==> src/rtl/calc_pkg.sv <==
// calc_pkg: shared constants, FSM state type and element-slice helper for calc_stream_io.
// Latency: n/a (declarations only).
// Backpressure: n/a.
package calc_pkg;

  localparam int ELEM_W = 16;
  localparam int N_ELEM = 9;
  localparam int BUS_W  = ELEM_W * N_ELEM;

  typedef enum logic [1:0] {
    LOAD_A,
    LOAD_B,
    WAIT,
    SEND
  } state_t;

  // MSB bit index of element idx; element 0 occupies the top of the bus.
  function automatic int elem_slice(input int idx,
                                    input int elem_w = ELEM_W,
                                    input int n_elem = N_ELEM);
    return elem_w * (n_elem - idx) - 1;
  endfunction

endpackage

==> src/rtl/calc_word_packer.sv <==
// calc_word_packer: writes one word into slot i_idx of a bus register (slot 0 = MSB element).
// Latency: 1 cycle from i_en to o_bus.
// Backpressure: none; the register holds its contents until the next write.
// Ports: clk, rst_n (async active-low clear), i_en write strobe, i_idx slot,
//        i_word data, o_bus assembled bus.
module calc_word_packer
  import calc_pkg::*;
#(
  parameter int ELEM_W = 16,
  parameter int N_ELEM = 9
) (
  input  logic                       clk,
  input  logic                       rst_n,
  input  logic                       i_en,
  input  logic [$clog2(N_ELEM)-1:0]  i_idx,
  input  logic [ELEM_W-1:0]          i_word,
  output logic [ELEM_W*N_ELEM-1:0]   o_bus
);

  localparam int SEL_W = $clog2(ELEM_W * N_ELEM);

  logic [ELEM_W*N_ELEM-1:0] r_bus;
  logic [SEL_W-1:0]         w_sel;

  assign w_sel = SEL_W'(elem_slice(int'(i_idx), ELEM_W, N_ELEM));

  always_ff @(posedge clk or negedge rst_n) begin
    if (!rst_n) begin
      r_bus <= '0;
    end else if (i_en) begin
      r_bus[w_sel -: ELEM_W] <= i_word;
    end
  end

  assign o_bus = r_bus;

endmodule

==> src/rtl/calc_stream_io.sv <==
// calc_stream_io: streams 9 A + 9 B words into the Calculator buses, waits, returns 9 result words.
// Latency: out_valid rises CALC_LAT+1 edges after the edge accepting the 18th operand word.
// Backpressure: in_ready low outside LOAD_A/LOAD_B; out_data/out_valid hold while out_ready is low.
// Ports: in_data/in_valid/in_ready operand stream; calc_a/calc_b/calc_result Calculator buses;
//        out_data/out_valid/out_ready result stream; busy high while an operation is in flight.
module calc_stream_io
  import calc_pkg::*;
#(
  parameter int ELEM_W   = 16,
  parameter int N_ELEM   = 9,
  parameter int CALC_LAT = 1
) (
  input  logic                      clk,
  input  logic                      rst_n,
  input  logic [ELEM_W-1:0]         in_data,
  input  logic                      in_valid,
  output logic                      in_ready,
  output logic [ELEM_W*N_ELEM-1:0]  calc_a,
  output logic [ELEM_W*N_ELEM-1:0]  calc_b,
  input  logic [ELEM_W*N_ELEM-1:0]  calc_result,
  output logic [ELEM_W-1:0]         out_data,
  output logic                      out_valid,
  input  logic                      out_ready,
  output logic                      busy
);

  localparam int IDX_W     = $clog2(N_ELEM);
  localparam int CNT_W     = $clog2(CALC_LAT) + 1;
  localparam int BUS_BITS  = ELEM_W * N_ELEM;
  localparam int SEL_W     = $clog2(BUS_BITS);

  state_t               r_state;
  logic [IDX_W-1:0]     r_idx;
  logic [CNT_W-1:0]     r_cnt;
  logic [BUS_BITS-1:0]  r_res;
  logic                 r_in_ready;
  logic                 r_out_valid;
  logic [ELEM_W-1:0]    r_out_data;
  logic                 r_busy;

  logic                 w_in_fire;
  logic                 w_last;
  logic                 w_wr_a;
  logic                 w_wr_b;
  logic [SEL_W-1:0]     w_sel_cur;
  logic [SEL_W-1:0]     w_sel_nxt;

  assign w_in_fire = in_valid && r_in_ready;
  assign w_last    = (r_idx == IDX_W'(N_ELEM - 1));
  assign w_wr_a    = w_in_fire && (r_state == LOAD_A);
  assign w_wr_b    = w_in_fire && (r_state == LOAD_B);
  assign w_sel_cur = SEL_W'(elem_slice(int'(r_idx), ELEM_W, N_ELEM));
  assign w_sel_nxt = SEL_W'(elem_slice(int'(r_idx) + 1, ELEM_W, N_ELEM));

  calc_word_packer #(.ELEM_W(ELEM_W), .N_ELEM(N_ELEM)) u_pack_a (
    .clk    (clk),
    .rst_n  (rst_n),
    .i_en   (w_wr_a),
    .i_idx  (r_idx),
    .i_word (in_data),
    .o_bus  (calc_a)
  );

  calc_word_packer #(.ELEM_W(ELEM_W), .N_ELEM(N_ELEM)) u_pack_b (
    .clk    (clk),
    .rst_n  (rst_n),
    .i_en   (w_wr_b),
    .i_idx  (r_idx),
    .i_word (in_data),
    .o_bus  (calc_b)
  );

  always_ff @(posedge clk or negedge rst_n) begin
    if (!rst_n) begin
      r_state     <= LOAD_A;
      r_idx       <= '0;
      r_cnt       <= '0;
      r_res       <= '0;
      r_in_ready  <= 1'b0;
      r_out_valid <= 1'b0;
      r_out_data  <= '0;
      r_busy      <= 1'b0;
    end else begin
      case (r_state)
        LOAD_A: begin
          // Also raises in_ready on the first edge after reset release.
          r_in_ready <= 1'b1;
          r_busy     <= w_in_fire || (r_idx != '0);
          if (w_in_fire) begin
            if (w_last) begin
              r_idx   <= '0;
              r_state <= LOAD_B;
            end else begin
              r_idx <= r_idx + IDX_W'(1);
            end
          end
        end
        LOAD_B: begin
          if (w_in_fire) begin
            if (w_last) begin
              r_idx      <= '0;
              r_cnt      <= CNT_W'(CALC_LAT - 1);
              r_in_ready <= 1'b0;
              r_state    <= WAIT;
            end else begin
              r_idx <= r_idx + IDX_W'(1);
            end
          end
        end
        WAIT: begin
          if (r_cnt == '0) begin
            r_res   <= calc_result;
            r_state <= SEND;
          end else begin
            r_cnt <= r_cnt - CNT_W'(1);
          end
        end
        SEND: begin
          // First SEND cycle primes the output register from res_q element 0.
          if (!r_out_valid) begin
            r_out_valid <= 1'b1;
            r_out_data  <= r_res[w_sel_cur -: ELEM_W];
          end else if (out_ready) begin
            if (w_last) begin
              r_idx       <= '0;
              r_out_valid <= 1'b0;
              r_in_ready  <= 1'b1;
              r_busy      <= 1'b0;
              r_state     <= LOAD_A;
            end else begin
              r_idx      <= r_idx + IDX_W'(1);
              r_out_data <= r_res[w_sel_nxt -: ELEM_W];
            end
          end
        end
        default: r_state <= LOAD_A;
      endcase
    end
  end

  assign in_ready  = r_in_ready;
  assign out_valid = r_out_valid;
  assign out_data  = r_out_data;
  assign busy      = r_busy;

endmodule

==> config.mk <==
export PLATFORM = sky130hd
export DESIGN_NAME = calc_stream_io
export DESIGN_NICKNAME = d
export VERILOG_FILES = /design/src/rtl/calc_pkg.sv /design/src/rtl/calc_word_packer.sv /design/src/rtl/calc_stream_io.sv
export SDC_FILE = /design/constraint.sdc
export NUM_CORES = 1
export LEC_CHECK = 0
export CAP_MARGIN = 30
export CORE_MARGIN = 8
export CORE_UTILIZATION = 40
export DETAILED_ROUTE_END_ITERATION = 10
export PLACE_DENSITY_LB_ADDON = 0.05
export SETUP_SLACK_MARGIN = 0.02
export SYNTH_ARGS = -nofsm -noshare
export SYNTH_HDL_FRONTEND = slang
export SYNTH_HIERARCHICAL = 1
export SYNTH_SLANG_ARGS = --single-unit
==> constraint.sdc <==
create_clock -name clk -period 6.9 [get_ports clk]
set_input_delay 2.07 -clock clk [delete_from_list [all_inputs] [get_ports clk]]
set_output_delay 2.07 -clock clk [all_outputs]
set_load 0.03 [all_outputs]
==> impl_summary.log <==
INFO  metric worstPathMaxFanout = 16
INFO  metric cellLeakagePower = 13.7 nW
INFO  metric yosys_most_used_dff = sky130_fd_sc_hd__dfrtp_1
INFO  metric final.setup.tns = 0 ps
INFO  metric area_growth_syn_to_layout = 31.3%
INFO  metric synth_area_leaders = sky130_fd_sc_hd__dfrtp_1, sky130_fd_sc_hd__mux2_2, sky130_fd_sc_hd__mux2_4, sky130_fd_sc_hd__and2_1, sky130_fd_sc_hd__mux2i_1
INFO  metric post_synth_num_cell_types = 58
INFO  metric grt_first_pass_wirelength = 108000 um
INFO  metric yosys_warnings = 6
INFO  metric io_pins = 471
INFO  metric postCtsSetupRepairBufs = 0
INFO  metric post_synth_design_cell_area = 0.0218 mm2
INFO  metric routed_wl = 72100 um
INFO  metric final_weighted_congestion_in_routability_driven_placement = 0.840
INFO  metric criticalPathCategory = in2reg
INFO  metric clk_pin_slew_worst_paths = 60 ps
INFO  metric synth_largest_type_area_fraction = 52.5%
INFO  metric edff_count_synth = 0
INFO  metric die_x = 249 um
INFO  metric r2r.worst_path.cells = 5
INFO  metric antenna_left = 0
INFO  metric initial_antenna_violation_count = 5
INFO  metric routedWlPerCell = 26.1 um
INFO  metric clk-insertion-delay-late = 600 ps
INFO  metric worstSetupEndpoint = u_pack_b/o_bus[130]
INFO  metric slew_violations = 0
INFO  metric io_buffer_count = 470
INFO  metric cts_resized = 0
INFO  metric layout-drive-gt1-share = 28.6%
INFO  metric core.rowCount = 85
INFO  metric max_slew_margin = 30.4%
INFO  metric final_worst_path_period_need = 4200 ps
INFO  metric critPathCaptureType = register
INFO  metric power.switching = 1.20 mW
INFO  metric postSynthAreaPerCell = 13.7 um2
INFO  metric arrival = 4660 ps
INFO  metric power.switching_fraction = 21.9%
INFO  metric max_slew.worst_pin.slew = 1040 ps
INFO  metric drc_errors = 0
INFO  metric peakVddDrop = 0.166 mV
INFO  metric startpoint_type = input pin
INFO  metric finClkSkew = 20.5 ps
INFO  metric coreArea = 0.0538 mm2
INFO  metric seqPwrFrac = 48.7%
INFO  metric synthCells = 1584
INFO  metric outcome = complete, no violations
INFO  metric grt_setup_unrepaired = no
INFO  metric cts-root-buf = sky130_fd_sc_hd__clkbuf_16
INFO  metric finalHoldViolCount = 0
INFO  metric setup_viol = 0
INFO  metric synth_top_cell_by_area = sky130_fd_sc_hd__dfrtp_1
INFO  metric clock_power_share = 47.7%
INFO  metric worst-r2r-setup-slack = 2880 ps
INFO  metric rr_endpoint = out_data[8]
INFO  metric yosysSeqAreaShare = 52.5%
INFO  metric startpoint = in_valid
INFO  metric htreeDepth = 2
INFO  metric route.detailed.vias_per_inst = 5.30
INFO  metric cap_violations = 0
INFO  metric power_density = 193 mW/mm2
INFO  metric total_number_of_vias = 14655
INFO  metric floorplan.die_area = 0.0621 mm2
INFO  metric hold_class = reg2reg
INFO  metric grt_start_max_net_pins = 119
INFO  metric place_hpwl = 51700 um
INFO  metric fp.dieH = 249 um
INFO  metric critical_path.reg2reg.startpoint = out_valid
INFO  metric cts.path.max_buffers = 3
INFO  metric worst_ep_required_time = 7360 ps
INFO  metric cts_hold_repair.buffers = 0
INFO  metric fin_worst_hold_slack = 489 ps
INFO  metric numCtsBuffers = 50
INFO  metric combPwrFrac = 3.6%
INFO  metric net_count_after_synthesis = 1770
INFO  metric cts_tree = yes
INFO  metric synth.ff_latch_count = 457
INFO  metric clock_sinks = 457
INFO  metric grt_pass1_vias = 15479
INFO  metric initial_util = 40.5%
INFO  metric finish.net_count = 2216
INFO  metric gr-total-overflow = 0
INFO  metric internal_power = 4.30 mW
INFO  metric max_clock_freq = 238 MHz
INFO  metric drt-pass1-iter-count = 5
INFO  metric drtIter0Drc = 706
INFO  metric fraction_of_registers_with_async_set_reset = 100%
INFO  metric min_period_over_period = 60.9%
INFO  metric track_usage = 22.7%
-- layout by cell type (no fill, tap or decap), drive strengths merged, types with 2 or more instances in the layout --
cell / count
o22ai: 63
and3: 34
a31oi: 2
nand2: 73
o21a: 2
nand4: 17
mux2i: 45
xnor2: 4
nand2b: 2
xor2: 5
clkinv: 6
a21oi: 5
buf: 22
o21ai: 22
o211ai: 2
nor2: 24
mux4: 17
ha: 22
or2: 2
a2111oi: 16
and2: 96
clkdlybuf4s50: 469
o221ai: 18
dfrtp: 457
diode: 4
o31ai: 16
clkbuf: 78
nor3: 16
or3: 16
inv: 60
nand3: 6
nor2b: 6
mux2: 435
-- through the flow --
stage	worst slack, ps	instances	power (mW)	util [%]	instance area [um2]
floorplan	3320	1584	2.74	-	21800
detailed placement	2120	2673	2.93	50.1	27000
finish	2700	2765	5.50	53.1	28600
global route	2510	2762	5.70	53.1	28600
CTS	2730	2760	5.58	53.1	28600
global placement	2140	2671	2.93	50.1	26900
-- worst max-delay path: stages --
cell and delay, ps:
sky130_fd_sc_hd__clkdlybuf4s50_1 510, sky130_fd_sc_hd__and3_1 730, sky130_fd_sc_hd__nand3_1 180, sky130_fd_sc_hd__nor2_2 730
sky130_fd_sc_hd__mux2_2 420
-- routing by layer --
layer	global-route usage (%)	wire [um]	vias up	part of all wire (%)
met5	0	23	-	0.032
met4	6.09	1660	4	2.3
met3	4.25	3140	85	4.4
met2	40.6	37600	357	52
met1	27.9	29600	7622	41
li1	-	-	6587	-
-- final cells by class --
cell class,instances,area [um2]
Sequential cell,457,11400
Fill cell,4580,25200
Multi-Input combinational cell,972,9530
Tap cell,696,871
Antenna cell,4,10.0
Clock buffer,78,1510
Clock inverter,9,88.8
Inverter,58,220
Timing Repair Buffer,491,4900
-- worst min-delay path by stage --
stage,start,end,slack [ps],cells after the start
floorplan,r_res[78],r_res[78],480,1
global placement,out_data[0],out_data[0],470,2
detailed placement,out_data[3],out_data[3],480,2
CTS,out_data[7],out_data[7],490,2
global route,out_data[7],out_data[7],520,2
finish,out_data[1],out_data[1],490,2
-- synth_stat cells (20+ instances only) --
master                     count
sky130_fd_sc_hd__dfrtp_1     457
sky130_fd_sc_hd__mux2_2      317
sky130_fd_sc_hd__mux2_4      115
sky130_fd_sc_hd__and2_1       96
sky130_fd_sc_hd__nand2_1      73
sky130_fd_sc_hd__o22ai_1      63
sky130_fd_sc_hd__inv_1        57
sky130_fd_sc_hd__clkbuf_1     48
sky130_fd_sc_hd__mux2i_1      45
sky130_fd_sc_hd__and3_1       34
sky130_fd_sc_hd__buf_6        23
sky130_fd_sc_hd__ha_1         22
sky130_fd_sc_hd__nor2_1       22
sky130_fd_sc_hd__o21ai_0      20
-- cell families after synthesis --
group,share of synthesized area (%)
and+or+nand+nor,8.40
adders and majority gates,1.26
muxes,28.3
xor gates and xnor gates,0.638
AOI/OAI and AO/OA,5.08
DFF,52.5
buffers and inverters,3.77
-- flip-flops by register name, indices dropped and copies added (netlist names), 2 cells and up --
name and cells:
out_data 16, r_idx 4, r_res 144, r_state 2, u_pack_a/o_bus 144, u_pack_b/o_bus 144
-- power groups by stage --
| stage | Sequential [mW] | Clock (mW) | Combinational (mW) |
|---|---|---|---|
| floorplan | 2.73 | 0 | 0.00957 |
| global placement | 2.73 | 0 | 0.199 |
| detailed placement | 2.73 | 0 | 0.201 |
| CTS | 2.68 | 2.70 | 0.201 |
| global route | 2.68 | 2.81 | 0.212 |
| finish | 2.68 | 2.63 | 0.195 |
No activity file was read; power rests on OpenSTA's default activity.
